$ cat config.mk
export PLATFORM = sky130hd
export DESIGN_NAME = fx_meter
export DESIGN_NICKNAME = d
export VERILOG_FILES = /design/src/rtl/fx_meter.sv
export SDC_FILE = /design/constraint.sdc
export NUM_CORES = 1
export LEC_CHECK = 0
export CAP_MARGIN = 20
export CORE_MARGIN = 2
export CORE_UTILIZATION = 63
export CTS_BUF_LIST = sky130_fd_sc_hd__clkbuf_8
export CTS_CLUSTER_DIAMETER = 80
export DETAILED_ROUTE_END_ITERATION = 10
export GPL_ROUTABILITY_DRIVEN = 0
export PLACE_DENSITY = 0.88
export SLEW_MARGIN = 20
export SYNTH_ARGS = -nofsm -noshare
export SYNTH_HDL_FRONTEND = slang
export SYNTH_SLANG_ARGS = --single-unit
$ cat constraint.sdc
create_clock -name clkin -period 9.9 [get_ports clkin]
set_input_delay 1.98 -clock clkin [delete_from_list [all_inputs] [get_ports clkin]]
set_output_delay 1.98 -clock clkin [all_outputs]
set_load 0.01 [all_outputs]
$ cat src/rtl/fx_meter.sv
// Reciprocal frequency/period meter: counts whole fx_in periods and clkin cycles
// over a gate window that opens and closes on synchronized fx_in rising edges.
module fx_meter #(
   parameter int unsigned CNT_W       = 24,
   parameter int unsigned SYNC_STAGES = 2
) (
   input  logic             clkin,
   input  logic             nrst,
   input  logic             fx_in,
   input  logic             start,
   input  logic             abort,
   input  logic [CNT_W-1:0] gate_len,
   output logic             busy,
   output logic             done,
   output logic [CNT_W-1:0] fx_res,
   output logic [CNT_W-1:0] ref_res,
   output logic             tmo
);

   localparam int unsigned SYNC_N = (SYNC_STAGES < 2) ? 2 : SYNC_STAGES;
   localparam logic [CNT_W-1:0] CNT_MAX = '1;

   typedef enum logic [1:0] {
      S_IDLE,
      S_ARM,
      S_MEAS,
      S_DONE
   } state_t;

   state_t           state_q, state_d;
   logic [SYNC_N-1:0] sync_q;
   logic             hist_q;
   logic             fx_rise;
   logic [CNT_W-1:0] g_q, g_d;
   logic [CNT_W-1:0] ref_cnt_q, ref_cnt_d;
   logic [CNT_W-1:0] fx_cnt_q, fx_cnt_d;
   logic [CNT_W-1:0] ref_inc, fx_inc;
   logic             at_max, closing;
   logic             busy_d, done_d, tmo_d;
   logic [CNT_W-1:0] fx_res_d, ref_res_d;

   // fx_in synchronizer plus history flop for rising-edge detection
   always_ff @(posedge clkin or negedge nrst) begin
      if (!nrst) begin
         sync_q <= '0;
         hist_q <= 1'b0;
      end else begin
         sync_q <= {sync_q[SYNC_N-2:0], fx_in};
         hist_q <= sync_q[SYNC_N-1];
      end
   end

   assign fx_rise = sync_q[SYNC_N-1] & ~hist_q;

   // Counters saturate at all-ones; a rise at the saturated count still closes the gate
   assign at_max  = (ref_cnt_q == CNT_MAX);
   assign ref_inc = at_max ? CNT_MAX : ref_cnt_q + CNT_W'(1);
   assign fx_inc  = fx_cnt_q + CNT_W'(1);
   assign closing = fx_rise && (ref_inc >= g_q);

   // State, counter and result registers
   always_ff @(posedge clkin or negedge nrst) begin
      if (!nrst) begin
         state_q   <= S_IDLE;
         g_q       <= '0;
         ref_cnt_q <= '0;
         fx_cnt_q  <= '0;
         busy      <= 1'b0;
         done      <= 1'b0;
         tmo       <= 1'b0;
         fx_res    <= '0;
         ref_res   <= '0;
      end else begin
         state_q   <= state_d;
         g_q       <= g_d;
         ref_cnt_q <= ref_cnt_d;
         fx_cnt_q  <= fx_cnt_d;
         busy      <= busy_d;
         done      <= done_d;
         tmo       <= tmo_d;
         fx_res    <= fx_res_d;
         ref_res   <= ref_res_d;
      end
   end

   // Next-state, counter and output logic
   always_comb begin
      state_d   = state_q;
      g_d       = g_q;
      ref_cnt_d = ref_cnt_q;
      fx_cnt_d  = fx_cnt_q;
      busy_d    = busy;
      done_d    = 1'b0;
      tmo_d     = tmo;
      fx_res_d  = fx_res;
      ref_res_d = ref_res;

      unique case (state_q)
         S_IDLE: begin
            if (start) begin
               g_d       = (gate_len == '0) ? CNT_W'(1) : gate_len;
               ref_cnt_d = '0;
               fx_cnt_d  = '0;
               busy_d    = 1'b1;
               state_d   = S_ARM;
            end
         end
         S_ARM: begin
            ref_cnt_d = ref_inc;
            if (fx_rise) begin
               ref_cnt_d = '0;
               fx_cnt_d  = '0;
               state_d   = S_MEAS;
            end else if (at_max) begin
               state_d   = S_DONE;
               busy_d    = 1'b0;
               done_d    = 1'b1;
               fx_res_d  = fx_cnt_q;
               ref_res_d = ref_cnt_q;
               tmo_d     = 1'b1;
            end
         end
         S_MEAS: begin
            ref_cnt_d = ref_inc;
            if (fx_rise) begin
               fx_cnt_d = fx_inc;
            end
            if (closing) begin
               state_d   = S_DONE;
               busy_d    = 1'b0;
               done_d    = 1'b1;
               fx_res_d  = fx_inc;
               ref_res_d = ref_inc;
               tmo_d     = 1'b0;
            end else if (at_max) begin
               state_d   = S_DONE;
               busy_d    = 1'b0;
               done_d    = 1'b1;
               fx_res_d  = fx_cnt_q;
               ref_res_d = ref_cnt_q;
               tmo_d     = 1'b1;
            end
         end
         S_DONE: begin
            state_d = S_IDLE;
         end
         default: begin
            state_d = S_IDLE;
         end
      endcase

      // Abort overrides everything and leaves the previous results untouched
      if (abort) begin
         state_d   = S_IDLE;
         busy_d    = 1'b0;
         done_d    = 1'b0;
         tmo_d     = tmo;
         fx_res_d  = fx_res;
         ref_res_d = ref_res;
      end
   end

endmodule

==> results by group, run 1 <==
Outcome
  – Status: finished clean

Clock network
  – CTS Buffer Depth: 2
  – Setup Fix Bufs, Post-CTS: 0
  – H-tree depth: 4
  – Post-CTS Hold Buffers: 0
  – CTS root buf: clkbuf_8
  – Post-CTS sizing: 0
  – CTS tree: done
  – Worst-path clk slew: 70 ps
  – Sink Count: 128
  – Worst skew pair latency: 470 ps
  – Total CTS buffers: 17

Timing
  – Least-Margin Pin Slew: 1100 ps
  – Worst Skew: between 15 and 20 ps
  – Setup_tns: 0 ps
  – Final Setup Violations: 0
  – Max Slew Vio Count: 0
  – Relative slew margins: 0.269
  – Fin crit period: 5380 ps
  – Fmax achieved: between 0.15 and 0.2 GHz
  – Period utilisation layout: 0.543
  – RSZ-0062 raised after global routing: false
  – Final Hold Fails: 0

Yosys
  – Seq/Total Area, Yosys: 0.453
  – Yosys reg bits: 128
  – Synth area leader: dfrtp_1
  – Top cell type's share of synthesized area: 0.453
  – Syn Nets: 791
  – Synth async-reset ratio: 1.00
  – Synth Instances: 731
  – Distinct cells, synth: 63
  – Number of synthesized flops with an enable pin: 0
  – YS warnings: 0
  – Post-synthesis average cell area: 9.67 um^2
  – Top_reg_cell synth: dfrtp_1
  – Post-Syn Area: 7070 um^2
  – Main area contributors after synthesis: dfrtp_1 (45%), ha_1 (5.5%), nand2_1 (4.0%)

Drt
  – WL met2: 8280 um
  – Via density: 6.49
  – Antenna-violating nets left: 0
  – DR iter-0 viols: between 500 and 600
  – Wire length on met3: 1440 um
  – Drt drc: 0
  – Vias: 6109
  – DR WL/cell: around 19 um
  – Uppermost layer routed: met4
  – Router iterations before antenna repair: 5
  – Final WL: 17600 um
  – DRT met1 WL: 7400 um

GRT
  – Largest net degree at the start of global routing: 70
  – First-pass GRT wire length: between 20000 and 30000 um
  – Gr usage total: 0.314
  – Vias in the first global route: between 5000 and 6000
  – Antenna violations before repair: 0
  – Grt total ovfl: 0

Die
  – Initial Util: 0.649
  – Die H: roughly 110 um
  – Std cell rows: 38
  – Ports: 80
  – Core area: about 11000 um^2
  – Die width: 110 um
  – Die area: 12100 um^2

Critical path
  – Reg2reg start: ref_cnt_q[0]
  – Worst path required time: approximately 10000 ps
  – Critical path depth: 15
  – Crit Path Category: reg2reg
  – Worst reg-to-reg path cell count: 15
  – Critical Path Start Type: flop
  – Crit-path slowest cell: o211ai_1
  – Critical Path Max Stage Delay: between 800 and 900 ps
  – Worst-path fanout max: 31
  – Reg2reg setup slack: 4520 ps
  – CP endpoint: fx_res[10]
  – Cell Chain, Critical Path: ha_1 > and3_1 > nand4_4 > or4_1 > or3_4 > and2_1 > ha_1 > nand2b_1 > a2111oi_0 > or4_1 > a31oi_1 > o211ai_1 > buf_4 > a22oi_1 > o221a_2
  – CP Capture Type: flop
  – Crit path arrival time: around 5700 ps
  – Largest delay share family, worst path: simple AND/OR/NAND/NOR gates
  – Worst path bufs/invs: 1
  – End of the worst register-to-register path: fx_res[10]
  – Crit. Startpoint: ref_cnt_q[0]

Placement
  – Post-DP HPWL: 12100 um
  – Port bufs: 79

Power and ir drop
  – Leakage Power: 3.79 nW
  – Power Total: 0.00144 W
  – PwrDens: 175 nW/um^2
  – Peak supply drop: 0.157 mV

Hold path
  – Hold path depth: 0
  – Worst min path class: reg2reg

Layout
  – Commonest non-fill, non-tap cell in the layout: dfrtp_1
  – Antenna diodes: 0
  – Layout cells sized above 1: 0.117
  – Layout area overhead: 16.7%
  – Commonest cells after routing, fill and taps aside: dfrtp_1 (128), clkdlybuf4s50_1 (78), nand2_1 (76)
  – # nets final: 848

Flow run
  – Max-cap violations: 0
kinds of logic after synthesis:
logic type / count (synthesis) / share of synthesized area
adders and majority gates: 31 / 0.0549
xor gates and xnor gates: 17 / 0.0211
buffers and inverters: 90 / 0.0551
AOI/OAI and AO/OA: 180 / 0.183
muxes: 31 / 0.0483
DFF: 128 / 0.453
and+or+nand+nor: 254 / 0.185
metal layers:
metal	vias to the layer above	GRT usage
met5	-	0
li1	2796	-
met1	2955	0.423
met2	316	0.488
met4	0	0.136
met3	42	0.0753
cell type report:
cell class	instances	area (um^2)
multi-input cells	513	3480
flip-flops and latches	128	3200
fillers	749	2640
repair buffers	83	818
clock buffers	25	344
well taps	140	175
inverters	45	169
clock inverters	7	56.3
stage by stage:
step	cell area, um^2	utilization	setup slack, ps	std cells	hold WS [ps]
finish	8250	0.758	4520	941	366
global route	8250	0.758	4150	941	372
detailed placement	7850	0.721	4650	909	356
CTS	8250	0.758	4620	941	371
global placement	7850	0.721	4840	909	335
floorplan	7070	-	5700	731	331
power breakdown:
group | switching (W) | leakage [nW] | internal, W
Sequential | 0.0000423 | 1.72 | 0.000583
Clock | 0.000200 | 0.222 | 0.000248
Combinational | 0.000228 | 1.85 | 0.000139
cells in the mapped netlist (11+ instances only):
cell      number
dfrtp_1      128
nand2_1       76
inv_1         45
o21ai_0       44
nor3_1        41
nand3_1       33
ha_1          31
nor2_1        30
a22o_1        29
mux2_2        25
clkbuf_1      24
a21oi_1       21
o221a_2       19
a22oi_1       17
a31oi_1       17
nand4_1       14
buf_2         13
xnor2_1       11
state kept, by name (all words and copies together), names as in the netlist:
| name | flops |
|---|---|
| busy | 1 |
| done | 1 |
| fx_cnt_q | 24 |
| fx_res | 24 |
| g_q | 24 |
| hist_q | 1 |
| ref_cnt_q | 24 |
| ref_res | 24 |
| state_q | 2 |
| sync_q | 2 |
| tmo | 1 |
how the worst min path moves through the flow:
| stage | start | end | slack (ps) |
|---|---|---|---|
| CTS | sync_q[0] | sync_q[1] | 370 |
| finish | sync_q[0] | sync_q[1] | 370 |
| detailed placement | sync_q[0] | sync_q[1] | 360 |
| global placement | sync_q[0] | sync_q[1] | 330 |
| floorplan | sync_q[0] | sync_q[1] | 330 |
| global route | sync_q[0] | sync_q[1] | 370 |
Note: power is estimated with default switching activity, not from simulation.
==> run 2, diff against run 1 <==
Settings changed: CORE_UTILIZATION 63 to 59, PLACE_DENSITY 0.88 to 0.83.
Clock period 9.9 ns to 5.35 ns, I/O delays scaled along.
==> results by group, run 2 (synthesis results as in run 1) <==
Clock network
  – Worst-path clk slew: 70 ps (about the same)
  – CTS root buf: clkbuf_8 (unchanged)
  – CTS tree: done (unchanged)
  – Setup Fix Bufs, Post-CTS: 0 (unchanged)
  – Worst skew pair latency: 440 ps (was 470 ps)
  – H-tree depth: 4 (unchanged)
  – CTS Buffer Depth: 2 (unchanged)
  – Total CTS buffers: 17 (unchanged)
  – Post-CTS Hold Buffers: 0 (unchanged)
  – Sink Count: 128 (unchanged)

Timing
  – Fin crit period: 4900 ps (was 5380 ps)
  – Max Slew Vio Count: 0 (unchanged)
  – Fmax achieved: 0.204 GHz (was 0.186 GHz)
  – Period utilisation layout: 0.916 (was 0.543)
  – Least-Margin Pin Slew: 1020 ps (was 1100 ps)
  – Final hold slack: 354 ps (was 366 ps)
  – Final Hold Fails: 0 (unchanged)
  – Relative slew margins: 0.321 (was 0.269)
  – Setup_tns: 0 ps (unchanged)
  – RSZ-0062 raised after global routing: false (unchanged)
  – Final setup margin: 450 ps (was 4520 ps)
  – Worst Skew: 7.91 ps (was 15.0 ps)
  – Final Setup Violations: 0 (unchanged)

GRT
  – Grt total ovfl: 0 (unchanged)
  – Vias in the first global route: 6060 (was 5911)
  – Antenna violations before repair: 0 (unchanged)
  – Gr usage total: 0.297 (was 0.314)
  – Largest net degree at the start of global routing: 83 (was 70)
  – First-pass GRT wire length: 30300 um (was 28900 um)

Power and ir drop
  – PwrDens: 306 nW/um^2 (was 175 nW/um^2)
  – Peak supply drop: 0.232 mV (was 0.157 mV)
  – Leakage Power: 3.78 nW (was 3.79 nW)
  – Power Total: 0.00252 W (was 0.00144 W)

Critical path
  – Worst path required time: 5680 ps (was 10240 ps)
  – Critical Path Start Type: flop (unchanged)
  – Worst-path fanout max: 31 (unchanged)
  – Critical Path Max Stage Delay: 570 ps (was 810 ps)
  – Crit Path Category: reg2reg (unchanged)
  – Cell Chain, Critical Path: ha_1 > and3_1 > nand4_4 > or4_1 > or3_4 > and2_1 > ha_1 > nand2b_1 > a2111oi_0 > or4_1 > a31oi_2 > o21a_2 > buf_4 > buf_4 > nand3_1 > o221a_2 (was ha_1 > and3_1 > nand4_4 > or4_1 > or3_4 > and2_1 > ha_1 > nand2b_1 > a2111oi_0 > or4_1 > a31oi_1 > o211ai_1 > buf_4 > a22oi_1 > o221a_2)
  – Crit path arrival time: 5230 ps (was 5720 ps)
  – Crit-path slowest cell: or4_1 (was o211ai_1)
  – CP Capture Type: flop (unchanged)

Die
  – Ports: 80 (unchanged)
  – Die area: 12900 um^2 (was 12100 um^2)
  – Die H: 113 um (was 110 um)
  – Die width: 113 um (was 110 um)
  – Core area: 11600 um^2 (was 10900 um^2)
  – Std cell rows: 39 (was 38)
  – Initial Util: 0.611 (was 0.649)

Layout
  – Commonest cells after routing, fill and taps aside: dfrtp_1 (128), clkdlybuf4s50_1 (78), nand2_1 (76) (unchanged)
  – Final core occ: 0.712 (was 0.758)
  – Antenna diodes: 0 (unchanged)
  – Layout cells sized above 1: 0.118 (was 0.117)
  – Commonest non-fill, non-tap cell in the layout: dfrtp_1 (unchanged)
  – Layout area overhead: 16.6% (was 16.7%)
  – # nets final: 856 (was 848)

Drt
  – Drt drc: 0 (unchanged)
  – Vias: 6087 (was 6109)
  – DR iter-0 viols: 699 (was 547)
  – Antenna-violating nets left: 0 (unchanged)
  – Router iterations before antenna repair: 6 (was 5)
  – DR WL/cell: 18.9 um (was 18.7 um)
  – Final WL: 17900 um (was 17600 um)
  – Via density: 6.43 (was 6.49)

Placement
  – Post-DP HPWL: 12700 um (was 12100 um)
  – Worst slack at placement: 413 ps (was 4650 ps)
  – Port bufs: 79 (unchanged)

Flow run
  – Max-cap violations: 0 (unchanged)

Hold path
  – Worst min path class: reg2reg (unchanged)

Outcome
  – Status: finished clean (unchanged)
==> run 2: cell count changes in the layout (fill, tap and decap cells not counted), sizes merged <==
cell,change
inv,+3
clkbuf,-6
clkinv,-1
bufinv,-1
buf,+8
==> run 2: timing repair <==
action	in CTS	in global routing
resized for setup	0	1
endpoints found under the setup margin	0	2
endpoints found under the hold margin	0	0
==> run 2: final timing paths <==
| check | from | end | slack (ps) | cells after the start |
|---|---|---|---|---|
| min in group asynchronous | nrst | ref_res[10] | 670 | 1 |
| max in group asynchronous | nrst | ref_cnt_q[21] | 3580 | 2 |
| min | sync_q[0] | sync_q[1] | 350 | 0 |
| max reg2reg | ref_cnt_q[0] | fx_res[6] | 450 | 16 |
| max | ref_cnt_q[0] | fx_res[6] | 450 | 16 |
| min reg2reg | sync_q[0] | sync_q[1] | 350 | 0 |
==> run 2: report_power, final <==
part | internal, W | switching, W | total (W)
clock network | 0.000319 | 0.000341 | 0.000660
registers | 0.00108 | 0.0000815 | 0.00116
logic | 0.000264 | 0.000438 | 0.000702
==> run 2: metal layers <==
layer	vias up	part of all wire	track usage
met2	306	0.48	0.465
met5	-	0	0
li1	2801	-	-
met1	2938	0.43	0.401
met4	0	0.022	0.126
met3	42	0.070	0.0680
==> run 2: worst max-delay path, delay by kind of cell, from the launching register on <==
family | cells | cell delay, ps
and+or+nand+nor | 8 | 2520
buffers and inverters | 2 | 500
DFF | 1 | 450
adders and majority gates | 2 | 470
AOI/OAI and AO/OA | 4 | 840
==> run 2: cell type report <==
| class | count | area (um^2) |
|---|---|---|
| multi-input cells | 513 | 3480 |
| clock inverters | 8 | 32.5 |
| fillers | 840 | 3330 |
| repair buffers | 91 | 907 |
| well taps | 143 | 179 |
| flip-flops and latches | 128 | 3200 |
| clock buffers | 19 | 262 |
| inverters | 45 | 169 |
==> run 2: stage by stage <==
step / area, um^2 / std cells
after floorplan: 7070 / 731
after global placement: 7930 / 920
after detailed placement: 7930 / 920
after CTS: 8220 / 947
after global routing: 8240 / 947
final: 8240 / 947
==> edit: new RTL, settings of run 2 <==
Re-encode `state_t` (4 states) as one-hot, 4 bits wide.
--- a/src/rtl/fx_meter.sv
+++ b/src/rtl/fx_meter.sv
@@ -20,11 +20,11 @@
    localparam int unsigned SYNC_N = (SYNC_STAGES < 2) ? 2 : SYNC_STAGES;
    localparam logic [CNT_W-1:0] CNT_MAX = '1;
 
-   typedef enum logic [1:0] {
-      S_IDLE,
-      S_ARM,
-      S_MEAS,
-      S_DONE
+   typedef enum logic [3:0] {
+      S_IDLE = 4'b0001,
+      S_ARM  = 4'b0010,
+      S_MEAS = 4'b0100,
+      S_DONE = 4'b1000
    } state_t;
 
    state_t           state_q, state_d;
Function: same outputs for any inputs over 4 cycles, from zero or initial values and one cycle with nrst low; so few cycles prove little.
==> edit against run 2 <==
Wire length hardly changed; area after synthesis is 0.50% higher; design area is 0.20% higher; first-iteration DRC count is 5.0% lower; final cell count is 1.6% higher; setup slack better by 0.12 ns; sequential cell count is 2 higher.
Power is not compared: it rests on default switching activity, and its combinational part moved more than twofold at a synthesized area within 25%.
==> edit: results (changes against run 2) <==
status:
  status: "finished clean"
power:
  ir_worst_vdd_mv: 0.149
  leakagePower_nw: 3.75
timing:
  setup_violations: 0  # unchanged
  relSlewSlack: 0.256  # -0.0649
  fin_skew_ns: 0.0136  # +0.00571 ns
worst_hold_path:
  hold_path_class: "reg2reg"
cts:
  cts.path.max_buffers: 2  # unchanged
  postCtsSetupBuffers: 0  # unchanged
  h-tree-depth: 4  # unchanged
  numCtsBuffers: 17  # unchanged
  clk-insertion-delay-late_ns: 0.45
  cts-resized-gates: 0  # unchanged
  root_buffer: "clkbuf_8"
  clk_pin_slew_worst_paths_ns: 0.07  # about the same
placed_design:
  place_ws_ns: 0.674  # +0.261 ns
  hpwlAfterDp_um: 12400  # -1.7%
  dp.cells: 930  # +1.1%
  placed_area_sq_um: 7900  # -0.36%
  port-buffer-count: 79  # unchanged
synthesis:
  yosysSeqAreaShare: 0.458  # +0.00499
  synth.most_common_cell: "dfrtp_1"
  async_flop_share: 1.00  # unchanged
  synthCells: 739  # +1.1%
  syn_nets: 794  # +0.38%
  synth_area_leaders: "dfrtp_1 (45%), o21ai_0 (4.9%), ha_1 (4.6%), mux2_2 (3.8%), nand2_1 (3.4%)"
  ys_types: 60  # -4.8%
  ys_top_cells_by_count: "dfrtp_1 (129), o21ai_0 (69), nand2_1 (64)"
  synth_warnings: 0  # unchanged
grt:
  grt_max_degree: 78  # -6.0%
  grt_pass1_vias: 5993  # -1.1%
  grt_antenna_before_repair: 0  # unchanged
  grt_util_all_layers: 0.287  # -0.0100
  grt_pass1_wl_um: 29200  # -3.6%
detailed_routing:
  drtIter0Drc: 664  # -5.0%
  via_count: 6106  # +0.31%
  drt-pass1-iter-count: 5  # -1
  wl_per_cell_um: 18.6  # -1.6%
layout:
  fill_cells: 918  # +9.3%
  antenna_cells: 0  # unchanged
  fin_nets: 857  # +0.12%
  regArea_sq_um: 3250  # +1.6%
  drive_gt1_frac: 0.110  # -0.00773
  layoutNonFillerInstCount: 962  # +1.6%
worst_setup_path:
  r2r_slack_ns: 0.57  # +0.12 ns
  worstPathMaxFanout: 10  # -68%
  cp.arrival_ns: 5.12  # -0.11 ns
==> edit: changes by cell type after synthesis, moves of 12 or more <==
cell / run 2 / this run
nand2_1: 76 / 64
nor2_1: 30 / 47
nor3_1: 41 / 22
inv_1: 45 / 57
o21ai_0: 44 / 69
and3_1: 9 / 21
==> edit: critical path, stage by stage (launching register included) <==
cell and delay (ns):
dfrtp_1 0.45, ha_1 0.26, nand4_1 0.17, or3_1 0.55, nor3_1 0.60, nor2_1 0.20
inv_1 0.11, ha_1 0.15, nand4_1 0.19, nor4_2 0.38, nand3_1 0.15, o211a_1 0.29
a21oi_1 0.67, o22ai_1 0.19, a221oi_1 0.31
==> edit: final timing paths <==
check	from	to	depth (start not counted)
min reg2reg	sync_q[0]$_DFF_PN0_	sync_q[1]$_DFF_PN0_	0
max in group asynchronous	nrst	g_q[22]$_DFFE_PN0P_	2
min in group asynchronous	nrst	fx_res[8]$_DFFE_PN0P_	2
min	sync_q[0]$_DFF_PN0_	sync_q[1]$_DFF_PN0_	0
max reg2reg	ref_cnt_q[0]$_DFFE_PN0P_	fx_res[14]$_DFFE_PN0P_	14
max	ref_cnt_q[0]$_DFFE_PN0P_	fx_res[14]$_DFFE_PN0P_	14
==> edit: layer usage <==
| metal | vias to the layer above | track usage | routed length, um |
|---|---|---|---|
| li1 | 2807 | - | - |
| met1 | 2964 | 0.366 | 7170 |
| met2 | 288 | 0.481 | 9080 |
| met3 | 47 | 0.0569 | 1120 |
| met4 | 0 | 0.123 | 477 |
| met5 | - | 0 | 0 |
==> edit: cell type report <==
| cell class | instances | share of cell area |
|---|---|---|
| clock buffer | 22 | 0.0367 |
| multi-input combinational | 511 | 0.413 |
| inverter | 58 | 0.0267 |
| clock inverter | 10 | 0.00531 |
| timing repair buffer | 84 | 0.102 |
| sequential | 130 | 0.394 |
| tap | 147 | 0.0223 |
==> edit: per-stage QoR <==
stage	total power [W]	hold WS [ns]
after CTS	0.00203	0.347
after floorplan	0.00120	0.331
after global routing	0.00210	0.357
after detailed placement	0.00131	0.336
final	0.00202	0.342
after global placement	0.00129	0.332
==> edit: kinds of logic (layout without fill, tap and decap cells) <==
group	Yosys count	count (layout)	synth area share
flip-flops	130	130	0.458
buffers and inverters	98	174	0.0638
AND/OR/NAND/NOR	248	248	0.181
multiplexers	26	26	0.0409
adder cells (fa/ha/maj)	26	26	0.0458
XOR/XNOR	16	16	0.0197
AO/OA/AOI/OAI	195	195	0.190
==> edit: power by group <==
group / internal, W / switching (W) / total, W
sequential: 0.00103 / 0.0000311 / 0.00106
clock: 0.000369 / 0.000363 / 0.000732
combinational: 0.000111 / 0.000114 / 0.000225
